[src/rtl/pam4_symbol_source.sv]
// 4-PAM stimulus source for the pulse-shaping filter.
// Emits PRBS15, impulse, DC or fixed-pattern symbols, zero-stuffed to OSR.
module pam4_symbol_source #(
    parameter int                 OSR        = 4,
    parameter logic [14:0]        SEED       = 15'h0001,
    parameter logic signed [17:0] LVL_HI     = 18'sd98304,
    parameter logic signed [17:0] LVL_LO     = 18'sd32768,
    parameter logic signed [17:0] IMPULSE    = 18'sd131071,
    parameter bit                 ZERO_STUFF = 1'b1
) (
    input  logic                   sys_clk,
    input  logic                   reset,
    input  logic                   sam_clk_en,
    input  logic [1:0]             mode,
    output logic [17:0]            x_out,
    output logic                   sym_clk_en,
    output logic [1:0]             sym_out,
    output logic [$clog2(OSR)-1:0] phase
);

    localparam int PW = $clog2(OSR);
    localparam logic [14:0] SEED_EFF = (SEED == 15'd0) ? 15'h0001 : SEED;
    localparam logic [PW-1:0] PH_LAST = PW'(OSR - 1);

    localparam logic [1:0] M_PRBS = 2'd0;
    localparam logic [1:0] M_IMP  = 2'd1;
    localparam logic [1:0] M_DC   = 2'd2;
    localparam logic [1:0] M_PAT  = 2'd3;

    logic [PW-1:0] ph;
    logic [14:0]   lfsr;
    logic [1:0]    pat_cnt;
    logic          armed;
    logic [1:0]    prev_mode;
    logic          prev_vld;

    logic          fb1;
    logic          fb2;
    logic [14:0]   lfsr1;
    logic [14:0]   lfsr2;
    logic          new_entry;
    logic [1:0]    pat_base;
    logic          arm_eff;
    logic [1:0]    nxt_sym;
    logic [17:0]   nxt_lvl;
    logic          boundary;

    function automatic logic [17:0] gray_lvl(input logic [1:0] s);
        logic [17:0] l;
        unique case (s)
            2'b00: l = -LVL_HI;
            2'b01: l = -LVL_LO;
            2'b11: l = LVL_LO;
            default: l = LVL_HI;
        endcase
        return l;
    endfunction

    assign boundary = sam_clk_en && (ph == '0);

    always_comb begin
        fb1       = lfsr[14] ^ lfsr[13];
        lfsr1     = {lfsr[13:0], fb1};
        fb2       = lfsr1[14] ^ lfsr1[13];
        lfsr2     = {lfsr1[13:0], fb2};
        // A mode counts as newly entered after reset or any mode change.
        new_entry = !prev_vld || (prev_mode != mode);
        pat_base  = new_entry ? 2'd0 : pat_cnt;
        arm_eff   = new_entry || armed;
        nxt_sym   = 2'b00;
        nxt_lvl   = '0;
        unique case (mode)
            M_PRBS: begin
                nxt_sym = {fb1, fb2};
                nxt_lvl = gray_lvl({fb1, fb2});
            end
            M_IMP: begin
                if (arm_eff) begin
                    nxt_sym = 2'b10;
                    nxt_lvl = IMPULSE;
                end
            end
            M_DC: begin
                nxt_sym = 2'b10;
                nxt_lvl = LVL_HI;
            end
            default: begin
                nxt_sym = pat_base ^ (pat_base >> 1);
                nxt_lvl = gray_lvl(pat_base ^ (pat_base >> 1));
            end
        endcase
    end

    always_ff @(posedge sys_clk) begin
        if (reset) begin
            ph         <= '0;
            lfsr       <= SEED_EFF;
            pat_cnt    <= 2'd0;
            armed      <= 1'b1;
            prev_mode  <= 2'd0;
            prev_vld   <= 1'b0;
            x_out      <= '0;
            sym_out    <= 2'b00;
            sym_clk_en <= 1'b0;
        end else begin
            sym_clk_en <= 1'b0;
            if (sam_clk_en) begin
                ph <= (ph == PH_LAST) ? '0 : ph + 1'b1;
                if (boundary) begin
                    sym_clk_en <= 1'b1;
                    x_out      <= nxt_lvl;
                    sym_out    <= nxt_sym;
                    prev_mode  <= mode;
                    prev_vld   <= 1'b1;
                    if (mode == M_PRBS) lfsr <= lfsr2;
                    if (mode == M_PAT) pat_cnt <= pat_base + 2'd1;
                    if (mode == M_IMP) armed <= 1'b0;
                end else if (ZERO_STUFF) begin
                    x_out <= '0;
                end
            end
        end
    end

    assign phase = ph;

endmodule

[config.mk]
export PLATFORM = sky130hd
export DESIGN_NAME = pam4_symbol_source
export DESIGN_NICKNAME = d
export VERILOG_FILES = /design/src/rtl/pam4_symbol_source.sv
export SDC_FILE = /design/constraint.sdc
export NUM_CORES = 1
export LEC_CHECK = 0
export BUFFER_PORTS_ARGS = -buffer_cell sky130_fd_sc_hd__clkbuf_2
export CAP_MARGIN = 20
export CORE_AREA = 2 2 53 55
export DETAILED_ROUTE_END_ITERATION = 8
export DIE_AREA = 0 0 55 57
export GPL_TIMING_DRIVEN = 0
export PLACE_DENSITY = 0.81
export SLEW_MARGIN = 20
export SYNTH_ARGS = -nofsm -noshare
export SYNTH_HDL_FRONTEND = slang
export SYNTH_SLANG_ARGS = --single-unit
[constraint.sdc]
create_clock -name sys_clk -period 2.85 [get_ports sys_clk]
set_clock_uncertainty 0.15 [all_clocks]
set_input_delay 0.285 -clock sys_clk [delete_from_list [all_inputs] [get_ports sys_clk]]
set_output_delay 0.285 -clock sys_clk [all_outputs]
set_load 0.005 [all_outputs]
==> out/results.txt <==
RSZ-0062 raised after global routing - no
TritonCTS clock tree - yes
via count - 1225
GPL Wtd Cong - 0.839
Crit Path Category - flip-flop to flip-flop
Clock Path Buffers - 2
Min-Delay Path Depth - 3
CP cell instances - inv_1 -> ha_1 -> nand4bb_1 -> buf_2 -> buf_2 -> nand2_1 -> a21oi_1
Critical Path Max Stage Delay - 0.40 ns
asr flop ratio synth - 0
peak supply drop - 421 uV
Worst setup EP type - flip-flop
hold_buf cts - 0
layout cells sized above 1 - 0.299
post-synthesis register bit count - 30
ys flop type - dfxtp_1
r2r endpoint - lfsr[6]$_SDFFE_PP0P_
commonest non-fill, non-tap cell in the layout - nand2_1
Post-Syn Area per Cell - 8.52 um2
Nets - 207
Hold/Removal Path Class - primary input to flip-flop
post-route DRC violation count - 0
PnR worst setup slack - 1.16 ns
Synth warnings - 0
Critical Path Start Type - flip-flop
status - finished clean
Gate Count Post-Synth - 166
global-route wire length before repair - 4640 um
1st-pass router iterations - 4
Worst EP required - 2.96 ns
Worst-path clk slew - 0.09 ns
Max Freq - 0.590 GHz
final hold violations - 0
CTS H-tree depth - 2
vias per cell - 5.28
post-synth cell types - 39
PostCTS Resize Cnt - 0
commonest non-fill, non-tap cells in the layout - nand2_1, dfxtp_1, clkbuf_2, a21oi_1, buf_4
slew margin rel. - 0.639
Seq/Total Area, Yosys - 0.424
Pwr Density - 500 mW/mm2
DRT iter0 DRCs - 17
Final Critical Period - 1.69 ns
final WL - 2820 um
GRT Residual Overflow - 0
DRT antenna net count - 0
total CTS buffers - 5
CP max FO - 10
largest net degree at the start of global routing - 17
Layout area overhead - 16.5%
r2r worst-path depth - 7
arrival time worst endpoint - 1.81 ns
final hold slack - 0.123 ns
final setup vio count - 0
Slew @ Worst Pin - 0.534 ns
critical path's most frequent cell - buf_2
hold path start - reset
reg2reg start - phase[0]$_SDFFE_PP0P_
Fin Setup TNS - 0 ns
average wire per standard cell - 12.2 um
flop-to-flop setup slack - 1.16 ns
site row count - 19
total die area - 0.00314 mm2
Starting Density - 0.541
Synth Cell Area - 0.00142 mm2
Die Ht - 57 um
IO Count - 28
dpl ws - 1.16 ns
Post-Syn Nets - 173
Static Leak - 0.000714 uW
Die W - 55 um
final period utilization - 0.594
max-slew violations - 0
I/O Buffers - 27
number of global-route vias before repair - 1108
max cap viols - 0
All-Layer GR Usage - 0.204
worst setup path start - phase[0]$_SDFFE_PP0P_
Hold EP - sym_out[1]$_SDFFE_PP0P_
Post-DP HPWL - 2120 um
root buffer cell - clkbuf_4
clk_lat worst skew - 0.34 ns
CP max stage cell - dfxtp_1
total core area - 0.00262 mm2
Clock Sinks - 30
EDFF count, synth - 0
Post CTS Setup Buffer Count - 0
antenna violations before repair - 0
# diodes - 0
-- layout make-up --
cell class              instances  area [um2]
multi-input cells             108         639
clock buffers                   7        55.1
fillers                       240         966
repair buffers                 27         135
well taps                      31        38.8
plain buffers                  25         164
clock inverters                 1        5.00
inverters                       3        11.3
flip-flops and latches         30         601
-- report_power, final --
part | switching, uW | internal, uW
Combinational | 59.0 | 53.2
Clock | 141 | 119
Sequential | 15.0 | 437
-- state kept, by name (all words and copies together) (netlist names) --
name        flops
x_out           4
sym_out         2
phase           2
pat_cnt         2
prev_mode       2
armed           1
lfsr           15
sym_clk_en      1
prev_vld        1
-- routing by layer --
layer	part of all wire	GRT usage
met4	0.021	0.108
met3	0.029	0.0550
met1	0.43	0.225
met2	0.52	0.345
met5	0	0
-- kinds of logic (layout without fill, tap and decap cells) --
logic type / count (synthesis) / in the layout / synth area share
fa+ha+maj: 2 / 2 / 0.0177
buf+inv: 28 / 63 / 0.124
flops: 30 / 30 / 0.424
mux: 2 / 2 / 0.0141
simple gates: 67 / 67 / 0.247
compound gates: 31 / 31 / 0.136
xor+xnor: 6 / 6 / 0.0371
-- synthesized netlist by cell type (all sizes together), types with 2 or more instances --
| cell | count | area share |
|---|---|---|
| nor3b | 2 | 0.011 |
| xor2 | 5 | 0.031 |
| and2 | 2 | 0.0088 |
| clkbuf | 4 | 0.011 |
| dfxtp | 30 | 0.42 |
| nor3 | 2 | 0.0071 |
| a21oi | 17 | 0.060 |
| mux2i | 2 | 0.014 |
| nand2 | 34 | 0.090 |
| nand3b | 2 | 0.011 |
| inv | 3 | 0.0080 |
| nor2 | 10 | 0.027 |
| a211oi | 2 | 0.011 |
| nand2b | 2 | 0.0088 |
| nand3 | 3 | 0.011 |
| buf | 21 | 0.11 |
| o21ai | 2 | 0.0071 |
| a31o | 2 | 0.012 |
| nor4b | 2 | 0.012 |
| ha | 2 | 0.018 |
| nand4 | 2 | 0.019 |
-- worst max-delay path by stage --
stage | end | slack [ns]
after floorplan | pat_cnt[1]$_SDFFE_PP0P_ | 1.28
after global placement | x_out[14]$_SDFFE_PP0P_ | 1.19
after detailed placement | lfsr[6]$_SDFFE_PP0P_ | 1.16
after CTS | lfsr[6]$_SDFFE_PP0P_ | 1.14
after global routing | x_out[14]$_SDFFE_PP0P_ | 0.98
final | lfsr[6]$_SDFFE_PP0P_ | 1.16
-- critical path: cells and delay by family, from the launching register on --
| family | cells | cell delay, ns |
|---|---|---|
| AND/OR/NAND/NOR | 2 | 0.19 |
| AO/OA/AOI/OAI | 1 | 0.14 |
| flip-flops | 1 | 0.40 |
| buffers and inverters | 3 | 0.48 |
| adder cells (fa/ha/maj) | 1 | 0.27 |
-- metrics by stage --
step	cell area [um2]	util	power, uW	cells
after floorplan	1420	-	535	166
after global placement	1590	0.608	568	224
after detailed placement	1590	0.608	574	224
after CTS	1650	0.631	830	232
after global routing	1650	0.631	868	232
final	1650	0.631	824	232
Note: power is estimated with default switching activity, not from simulation.
